===== src/rtl/usb_tx_pkg.sv =====
// Shared definitions for the USB transmit packet sequencer: PID codes, FSM states
// and the USB CRC16 byte-update helper.
package usb_tx_pkg;

  localparam logic [3:0] PID_OUT   = 4'b0001;
  localparam logic [3:0] PID_IN    = 4'b1001;
  localparam logic [3:0] PID_ACK   = 4'b0010;
  localparam logic [3:0] PID_NAK   = 4'b1010;
  localparam logic [3:0] PID_STALL = 4'b1110;
  localparam logic [3:0] PID_DATA0 = 4'b0011;
  localparam logic [3:0] PID_DATA1 = 4'b1011;

  localparam logic [15:0] CRC16_POLY = 16'h8005;
  localparam logic [15:0] CRC16_INIT = 16'hFFFF;

  typedef enum logic [2:0] {
    ST_IDLE,
    ST_SYNC,
    ST_PID,
    ST_DATA,
    ST_CRC_LO,
    ST_CRC_HI
  } tx_state_e;

  function automatic logic is_handshake(input logic [3:0] code);
    return (code == PID_ACK) || (code == PID_NAK) || (code == PID_STALL);
  endfunction

  function automatic logic is_data(input logic [3:0] code);
    return (code == PID_DATA0) || (code == PID_DATA1);
  endfunction

  function automatic logic [15:0] reflect16(input logic [15:0] v);
    logic [15:0] r;
    for (int i = 0; i < 16; i++) r[i] = v[15-i];
    return r;
  endfunction

  // USB sends LSB first, so the register shifts right against the reflected polynomial.
  function automatic logic [15:0] crc16_next(input logic [15:0] crc, input logic [7:0] data);
    logic [15:0] c;
    logic        fb;
    c = crc;
    for (int i = 0; i < 8; i++) begin
      fb = c[0] ^ data[i];
      c  = c >> 1;
      if (fb) c = c ^ reflect16(CRC16_POLY);
    end
    return c;
  endfunction

endpackage


===== src/rtl/crc16_byte.sv =====
// One-byte-per-cycle USB CRC16 register; clear has priority over enable.
module crc16_byte
  import usb_tx_pkg::*;
(
  input  logic        clk,
  input  logic        n_rst,
  input  logic        clear,
  input  logic        enable,
  input  logic [7:0]  data,
  output logic [15:0] crc
);

  logic [15:0] crc_q, crc_d;

  always_comb begin
    crc_d = crc_q;
    if (clear)       crc_d = CRC16_INIT;
    else if (enable) crc_d = crc16_next(crc_q, data);
  end

  always_ff @(posedge clk) begin
    if (!n_rst) crc_q <= '0;
    else        crc_q <= crc_d;
  end

  assign crc = crc_q;

endmodule


===== src/rtl/usb_tx_packet_sequencer.sv =====
// Byte-level USB TX sequencer: SYNC, PID, FIFO payload and CRC16 over a
// valid/ready stream, flagging the final byte for EOP insertion.
module usb_tx_packet_sequencer
  import usb_tx_pkg::*;
#(
  parameter int         MAX_BYTES = 64,
  parameter int         SYNC_LEN  = 1,
  parameter logic [7:0] SYNC_BYTE = 8'h80,
  parameter int         LEN_W     = $clog2(MAX_BYTES + 1)
) (
  input  logic             clk,
  input  logic             n_rst,
  input  logic             tx_start,
  input  logic [3:0]       tx_packet,
  input  logic [LEN_W-1:0] tx_packet_length,
  input  logic [7:0]       tx_packet_data,
  output logic             get_tx_packet_data,
  output logic [7:0]       byte_out,
  output logic             byte_valid,
  input  logic             byte_ready,
  output logic             byte_last,
  output logic             busy,
  output logic             tx_error
);

  localparam int                SYNC_W    = (SYNC_LEN > 1) ? $clog2(SYNC_LEN) : 1;
  localparam logic [SYNC_W-1:0] SYNC_LAST = SYNC_W'(SYNC_LEN - 1);
  localparam logic [LEN_W-1:0]  MAX_LEN   = LEN_W'(MAX_BYTES);

  tx_state_e         state_q, state_d;
  logic [SYNC_W-1:0] sync_cnt_q, sync_cnt_d;
  logic [LEN_W-1:0]  byte_cnt_q, byte_cnt_d;
  logic [LEN_W-1:0]  len_q, len_d;
  logic [3:0]        code_q, code_d;
  logic              tx_error_q, tx_error_d;
  logic              transfer, start_ok, crc_clear;
  logic [15:0]       crc;

  assign transfer = byte_valid & byte_ready;
  assign start_ok = is_handshake(tx_packet) |
                    (is_data(tx_packet) & (tx_packet_length <= MAX_LEN));

  always_ff @(posedge clk) begin
    if (!n_rst) begin
      state_q    <= ST_IDLE;
      sync_cnt_q <= '0;
      byte_cnt_q <= '0;
      len_q      <= '0;
      code_q     <= '0;
      tx_error_q <= 1'b0;
    end else begin
      state_q    <= state_d;
      sync_cnt_q <= sync_cnt_d;
      byte_cnt_q <= byte_cnt_d;
      len_q      <= len_d;
      code_q     <= code_d;
      tx_error_q <= tx_error_d;
    end
  end

  always_comb begin
    state_d    = state_q;
    sync_cnt_d = sync_cnt_q;
    byte_cnt_d = byte_cnt_q;
    len_d      = len_q;
    code_d     = code_q;
    tx_error_d = 1'b0;
    crc_clear  = 1'b0;
    case (state_q)
      ST_IDLE: begin
        if (tx_start) begin
          if (start_ok) begin
            state_d    = ST_SYNC;
            sync_cnt_d = '0;
            byte_cnt_d = '0;
            code_d     = tx_packet;
            len_d      = tx_packet_length;
            crc_clear  = 1'b1;
          end else begin
            tx_error_d = 1'b1;
          end
        end
      end
      ST_SYNC: begin
        if (transfer) begin
          if (sync_cnt_q == SYNC_LAST) state_d = ST_PID;
          else                         sync_cnt_d = sync_cnt_q + SYNC_W'(1);
        end
      end
      ST_PID: begin
        if (transfer) begin
          byte_cnt_d = '0;
          if (is_handshake(code_q)) state_d = ST_IDLE;
          else if (len_q == '0)     state_d = ST_CRC_LO;
          else                      state_d = ST_DATA;
        end
      end
      ST_DATA: begin
        if (transfer) begin
          if (byte_cnt_q == len_q - LEN_W'(1)) state_d = ST_CRC_LO;
          else                                 byte_cnt_d = byte_cnt_q + LEN_W'(1);
        end
      end
      ST_CRC_LO: if (transfer) state_d = ST_CRC_HI;
      ST_CRC_HI: if (transfer) state_d = ST_IDLE;
      default:   state_d = ST_IDLE;
    endcase
  end

  // Outputs are Moore except in DATA, where the FIFO head passes straight through.
  always_comb begin
    byte_valid         = (state_q != ST_IDLE);
    busy               = (state_q != ST_IDLE);
    byte_out           = 8'h00;
    byte_last          = 1'b0;
    get_tx_packet_data = 1'b0;
    case (state_q)
      ST_SYNC:   byte_out = (sync_cnt_q == SYNC_LAST) ? SYNC_BYTE : 8'h00;
      ST_PID: begin
        byte_out  = {~code_q, code_q};
        byte_last = is_handshake(code_q);
      end
      ST_DATA: begin
        byte_out           = tx_packet_data;
        get_tx_packet_data = byte_ready;
      end
      ST_CRC_LO: byte_out = ~crc[7:0];
      ST_CRC_HI: begin
        byte_out  = ~crc[15:8];
        byte_last = 1'b1;
      end
      default: ;
    endcase
  end

  assign tx_error = tx_error_q;

  crc16_byte u_crc (
    .clk    (clk),
    .n_rst  (n_rst),
    .clear  (crc_clear),
    .enable (get_tx_packet_data),
    .data   (tx_packet_data),
    .crc    (crc)
  );

endmodule


===== config.mk =====
export PLATFORM = sky130hd
export DESIGN_NAME = usb_tx_packet_sequencer
export DESIGN_NICKNAME = d
export VERILOG_FILES = /design/src/rtl/usb_tx_pkg.sv /design/src/rtl/crc16_byte.sv /design/src/rtl/usb_tx_packet_sequencer.sv
export SDC_FILE = /design/constraint.sdc
export NUM_CORES = 1
export LEC_CHECK = 0
export ABC_AREA = 1
export BUFFER_PORTS_ARGS = -buffer_cell sky130_fd_sc_hd__clkbuf_2
export CAP_MARGIN = 20
export CORE_MARGIN = 1.5
export CORE_UTILIZATION = 58
export DETAILED_ROUTE_END_ITERATION = 6
export GPL_ROUTABILITY_DRIVEN = 0
export PLACE_DENSITY = 0.8
export SLEW_MARGIN = 20
export SYNTH_ARGS = -nofsm -noshare
export SYNTH_HDL_FRONTEND = slang
export SYNTH_HIERARCHICAL = 1
export SYNTH_SLANG_ARGS = --single-unit

===== constraint.sdc =====
create_clock -name clk -period 2.1 [get_ports clk]
set_clock_uncertainty 0.05 [all_clocks]
set_input_delay 0.21 -clock clk [delete_from_list [all_inputs] [get_ports clk]]
set_output_delay 0.21 -clock clk [all_outputs]
set_load 0.03 [all_outputs]

==> impl_metrics.toml, run 1 <==
[run_status]
outcome = "complete, but fails checks"
failed_checks = "negative setup slack"

[critical_path]
timing.rr.start = "u_crc/crc[1]$_SDFFE_PN0P_"
cp_max_fo = 5
critPathSlowestCell = "dfxtp_4"
ff2ff_setup_slack_ps = -40
reg2reg_depth = 17
worstPathCellList = "inv_2 -> nand2_1 -> nand2_1 -> nand2_4 -> nand2_4 -> nand2_4 -> nand2_4 -> nand2_2 -> nand3_4 -> nand2_4 -> nand2_2 -> nand3_4 -> nand3_1 -> nand3_1 -> nand3_2 -> nand2_1 -> inv_1"
startpoint_type = "flip-flop"
crit_family = "simple AND/OR/NAND/NOR gates"
path_class = "flip-flop to flip-flop"
worstSetupPathDepth = 17
r2r-end = "u_crc/crc[13]$_SDFFE_PN0P_"
path_buf_inv = 2
cp.required_ps = 2250
worstPathArrival_ps = 2290
crit_path_end_kind = "flip-flop"
cp_common_cell = "nand2_4"
critical_path.max_stage_delay_ps = 380
cp-endpoint = "u_crc/crc[13]$_SDFFE_PN0P_"
startpoint = "u_crc/crc[1]$_SDFFE_PN0P_"

[job]
drv_cap = 0

[final_layout]
finish.instance_area_sq_um = 3200
final_util_pct = 73.0
regArea_sq_um = 768
multi_input_area_sq_um = 1710
drive_above_1_share_pct = 26.4
stdcell_count = 499
area_growth_pct = 21.1
antenna_cells = 0
n_fill_cell = 341
num-nets-final = 472

[timing]
hold_violations = 0
post-route-period-util_pct = 102
finalSetupViolCount = 1
rsz0062_at_grt = "yes"
slew_headroom_pct = 65.9
slew_violations = 0
period_needed_ps = 2140
fmax_mhz = 468
layout_setup_ws_ps = -36.1
tightest_slew_ps = 512
hold_ws_ps = 114

[place]
portBuffers = 35
pre_cts_ws_ps = -6.47
hpwl_microns = 5210
dp_cells = 485
placed_area_sq_um = 2920

[die]
core_sq_um = 4380
die_h_microns = 70.5
initial_core_util_pct = 60.3
die_area_sq_um = 4970
rows = 24
die_w_microns = 70.5
io_pins = 36

[clocking]
root_buffer = "clkbuf_8"
path_clk_slew_ps = 90
clk_path_buf_depth = 2
clk_latency_ps = 310
cts_max_level = 2
clock-sinks = 38
numCtsBuffers = 5
cts_tree = "built"

[route]
dr.pass1.iters = 7
ant_nets = 0
totalWireLength_microns = 7520
drtIter0Drc = 362
num_vias = 2852
avgViaCountPerCell = 5.72
drc = 0
routedWlPerCell_microns = 15.1

[global_routing]
gr-usage-all-layers_pct = 30.0
antenna_found_initial = 0
grt-ovfl-total = 0
grt_first_pass_wirelength_microns = 12000
grt_pass1_vias = 2604
grt_max_degree = 27

[synthesis]
ys_ff_latch = 38
syn_area_sq_um = 2640
synth_cell_types = 38
async_flop_share_pct = 0
synth_ff_type = "dfxtp_1"
synth_edf_count = 0
syn_nets = 422
yosysWarningCount = 6
synth_area_per_cell_sq_um = 6.67
ys_seq_area_share_pct = 28.8
syn_inst = 396

[power_and_ir_drop]
p_leak_nw = 1.49
peakVddDrop_uv = 1190
powerDensity_nw_per_um2 = 1210

[hold_path]
hold-path-cell-count = 3
hold_path_class = "primary input to flip-flop"
==> cells in the mapped netlist (all sizes together), types with 4 or more instances <==
master / n / area (sq um)
xor2: 8 / 70.1
clkbuf: 4 / 15.0
nand2: 92 / 423
o221ai: 6 / 52.6
a22oi: 4 / 30.0
inv: 64 / 240
xnor2: 6 / 60.1
a21oi: 38 / 190
dfxtp: 38 / 761
nand3: 47 / 290
o21ai: 23 / 119
nor2: 38 / 189
o211ai: 4 / 30.0
==> per-stage QoR <==
stage          total power, W  setup TNS (ps)
6_report              0.00389           -36.1
3_5_place_dp          0.00299           -6.47
2_1_floorplan         0.00252               0
4_1_cts               0.00365               0
3_3_place_gp          0.00296               0
5_1_grt               0.00412            -287
==> layout by cell type (no fill, tap or decap), types with 3 or more instances in the layout <==
cell,instances
nand2_1,72
inv_1,55
a21oi_1,38
nand3_1,35
dfxtp_1,34
nor2_1,29
clkbuf_2,29
o21ai_0,21
buf_4,17
nand2_4,12
inv_2,10
nand2_2,8
xor2_1,7
o221ai_1,6
nand3_4,6
nand3_2,6
nor2_2,5
clkbuf_8,5
o211ai_1,4
a22oi_1,4
xnor2_1,4
nor2_4,3
o22ai_1,3
a31oi_1,3
ha_1,3
buf_2,3
dfxtp_2,3
==> layout make-up <==
type,instances,area share [%]
Inverter,66,8.17
Clock buffer,5,2.15
Tap cell,52,2.03
Timing Repair Buffer,49,8.99
Sequential cell,38,24.0
Clock inverter,3,1.25
Multi-Input combinational cell,286,53.4
==> metal layers <==
layer,up-vias,wire length [microns],global-route usage (%)
li1,1396,-,-
met1,1286,3260,40.9
met2,145,3500,47.1
met3,25,591,6.20
met4,0,178,10.3
met5,-,0,0
==> worst min-delay path by stage <==
| stage | start | to |
|---|---|---|
| after floorplan | n_rst | code_q[0]$_SDFFE_PN0P_ |
| final | tx_start | tx_error$_SDFF_PN0_ |
| after CTS | tx_start | tx_error$_SDFF_PN0_ |
| after global routing | tx_start | tx_error$_SDFF_PN0_ |
| after global placement | u_crc/crc[11]$_SDFFE_PN0P_ | u_crc/crc[3]$_SDFFE_PN0P_ |
| after detailed placement | tx_start | tx_error$_SDFF_PN0_ |
==> what timing repair did <==
item                                    in CTS  in global routing
hold buffers                                 0                  0
gates resized for setup                      4                 33
buffers inserted                             0                  6
pin swaps                                    0                  6
endpoints found under the setup margin       9                 16
==> cell families after synthesis <==
kind of cell	Yosys count	share of synthesized area, %
buf+inv	72	10.4
xor+xnor	14	4.92
fa+ha+maj	3	1.42
simple gates	185	36.1
compound gates	84	18.4
flops	38	28.8
==> tightest hold or removal path, cell delays in order <==
cell,delay (ps)
clkbuf_2,90
inv_1,60
nor3_1,50
==> where the power goes <==
group,internal (W),switching (W)
Clock,0.000350,0.000297
Sequential,0.000832,0.000119
Combinational,0.000773,0.00152
==> flip-flops by register name, indices dropped and copies added (netlist names) <==
name / flops
byte_cnt_q: 7
state_q: 3
len_q: 7
u_crc/crc: 16
code_q: 4
tx_error: 1
(Power assumes the default switching activity.)
==> run 2, diff against run 1 <==
--- a/config.mk
+++ b/config.mk
@@ -12,6 +12,7 @@
 export CORE_UTILIZATION = 58
 export DETAILED_ROUTE_END_ITERATION = 6
 export GPL_ROUTABILITY_DRIVEN = 0
+export GPL_TIMING_DRIVEN = 0
 export PLACE_DENSITY = 0.8
 export SLEW_MARGIN = 20
 export SYNTH_ARGS = -nofsm -noshare
==> impl_metrics.toml, run 2 (synthesis gave the netlist of run 1 again) <==
[power_and_ir_drop]
power.switching_w = 0.00195
p_leak_nw = 1.52
p_total_w = 0.00413
switching_share_pct = 47.2
powerDensity_nw_per_um2 = 1260
intPower_w = 0.00218
combinationalPowerShare_pct = 57.7
pwr-share-seq_pct = 23.2
clockPowerShare_pct = 19.1
peakVddDrop_uv = 902

[place]
portBuffers = 35
dp_cells = 483
hpwl_microns = 5310

[global_routing]
grt_max_degree = 13
gr-usage-all-layers_pct = 30.1
grt-ovfl-total = 0
grt_pass1_vias = 2666
grt_first_pass_wirelength_microns = 11900
antenna_found_initial = 0

[timing]
rsz0062_at_grt = "yes"
slew_headroom_pct = 66.2
period_needed_ps = 2130
finalSetupViolCount = 1
post-route-period-util_pct = 102
layout_setup_ws_ps = -34.2
fmax_mhz = 469
tightest_slew_ps = 506
tns_ps = -34.2
hold_violations = 0
slew_violations = 0

[job]
drv_cap = 0

[clocking]
clock-sinks = 38
cts_max_level = 2
root_buffer = "clkbuf_8"
clk_latency_ps = 300
cts_tree = "built"
path_clk_slew_ps = 80
numCtsBuffers = 5
clk_path_buf_depth = 2

[critical_path]
cp_max_fo = 5
cp_common_cell = "nand2_4"
path_class = "flip-flop to flip-flop"
worstPathCellList = "inv_2 -> nand2_1 -> nand2_2 -> nand2_4 -> nand2_4 -> nand2_4 -> nand2_4 -> nand2_2 -> nand3_4 -> nand2_4 -> nand2_4 -> nand3_4 -> nand2_4 -> nand2_1 -> nand3_1 -> nand3_1 -> nand2_1 -> inv_1"
cp.required_ps = 2260
critPathSlowestCell = "dfxtp_2"
crit_path_end_kind = "flip-flop"
path_buf_inv = 2
crit_family = "simple AND/OR/NAND/NOR gates"
startpoint_type = "flip-flop"
worstPathArrival_ps = 2290
critical_path.max_stage_delay_ps = 350

[final_layout]
regArea_sq_um = 772
antenna_cells = 0
area_growth_pct = 24.3
largest_reg_flops = 16
layout_common_cells = "nand2_1, inv_1, a21oi_1"
final_common_cell = "nand2_1"
drive_above_1_share_pct = 26.6
multi_input_area_sq_um = 1730
num-nets-final = 476
n_fill_cell = 353
stdcell_count = 503

[hold_path]
hold_path_class = "primary input to flip-flop"

[route]
avgViaCountPerCell = 5.86
dr.pass1.iters = 5
routedWlPerCell_microns = 15.5
totalWireLength_microns = 7790
drtIter0Drc = 270
ant_nets = 0
drc = 0
num_vias = 2950

[die]
core_sq_um = 4380
die_h_microns = 70.5
die_w_microns = 70.5
initial_core_util_pct = 60.3
die_area_sq_um = 4970
rows = 24
io_pins = 36

[run_status]
outcome = "complete, but fails checks"
failed_checks = "negative setup slack"
run 2: cell types whose count changed in the layout (fill, tap and decap cells not counted), moves of 2 or more:
| cell | previous run | this run |
|---|---|---|
| clkbuf_1 | 0 | 4 |
| nor2_2 | 5 | 3 |
| clkbuf_2 | 29 | 32 |
| buf_4 | 17 | 15 |
| clkinv_2 | 2 | 0 |
| buf_2 | 3 | 0 |
| clkbuf_4 | 0 | 2 |
| nor2_4 | 3 | 6 |
run 2: timing repair:
| item | CTS | global route |
|---|---|---|
| hold buffers | 0 | 0 |
| endpoints found under the hold margin | 0 | 0 |
| pin swaps | 0 | 9 |
| buffers inserted | 1 | 11 |
| setup endpoints to repair | 18 | 25 |
| resized for setup | 9 | 34 |
run 2: final cells by class:
type                            instances  share of cell area (%)
Multi-Input combinational cell        286                    52.6
Sequential cell                        38                    23.5
Inverter                               66                    8.38
Timing Repair Buffer                   47                    8.30
Clock buffer                            6                    2.51
Tap cell                               52                    1.98
Clock inverter                          2                    1.83
Buffer                                  6                   0.914
run 2: layer usage:
layer  vias up  wire length [microns]  track usage (%)
met5         -                      0                0
met4         0                    222             11.8
met3        30                    716             7.50
met2       152                   3610             47.2
met1      1365                   3240             39.9
li1       1403                      -                -
run 2: metrics by stage:
| step | utilization (%) | hold WS, ps | setup WS [ps] | area (sq um) |
|---|---|---|---|---|
| final | 74.9 | 108 | -34.2 | 3290 |
| after floorplan | - | 298 | 72.5 | 2650 |
| after global routing | 74.9 | 136 | -123 | 3290 |
| after detailed placement | 65.8 | 421 | -99.9 | 2890 |
| after CTS | 69.7 | 106 | 12.1 | 3060 |
| after global placement | 65.8 | 416 | -127 | 2890 |
run 2: final timing paths:
kind	start	cells past startpoint	end	slack [ps]
worst max-delay path	u_crc/crc[0]$_SDFFE_PN0P_	18	u_crc/crc[13]$_SDFFE_PN0P_	-30
worst min-delay path	tx_start	3	tx_error$_SDFF_PN0_	110
worst max register to register	u_crc/crc[0]$_SDFFE_PN0P_	18	u_crc/crc[13]$_SDFFE_PN0P_	-30
worst min register to register	u_crc/crc[13]$_SDFFE_PN0P_	2	u_crc/crc[5]$_SDFFE_PN0P_	440
run 2: worst reg2reg max path, cell delays in order (launching register included):
cell	delay, ps
dfxtp_2	350
inv_2	70
nand2_1	70
nand2_2	110
nand2_4	80
nand2_4	90
nand2_4	80
nand2_4	110
nand2_2	90
nand3_4	120
nand2_4	90
nand2_4	90
nand3_4	110
nand2_4	110
nand2_1	90
nand3_1	100
nand3_1	110
nand2_1	100
inv_1	40
run 2: power groups by stage:
stage               registers (W)  logic [W]  clock network (W)
detailed placement       0.000953    0.00203                  0
floorplan                0.000932    0.00159                  0
finish                   0.000957    0.00238           0.000786
CTS                      0.000940    0.00208           0.000791
global route             0.000971    0.00257           0.000822
global placement         0.000951    0.00200                  0
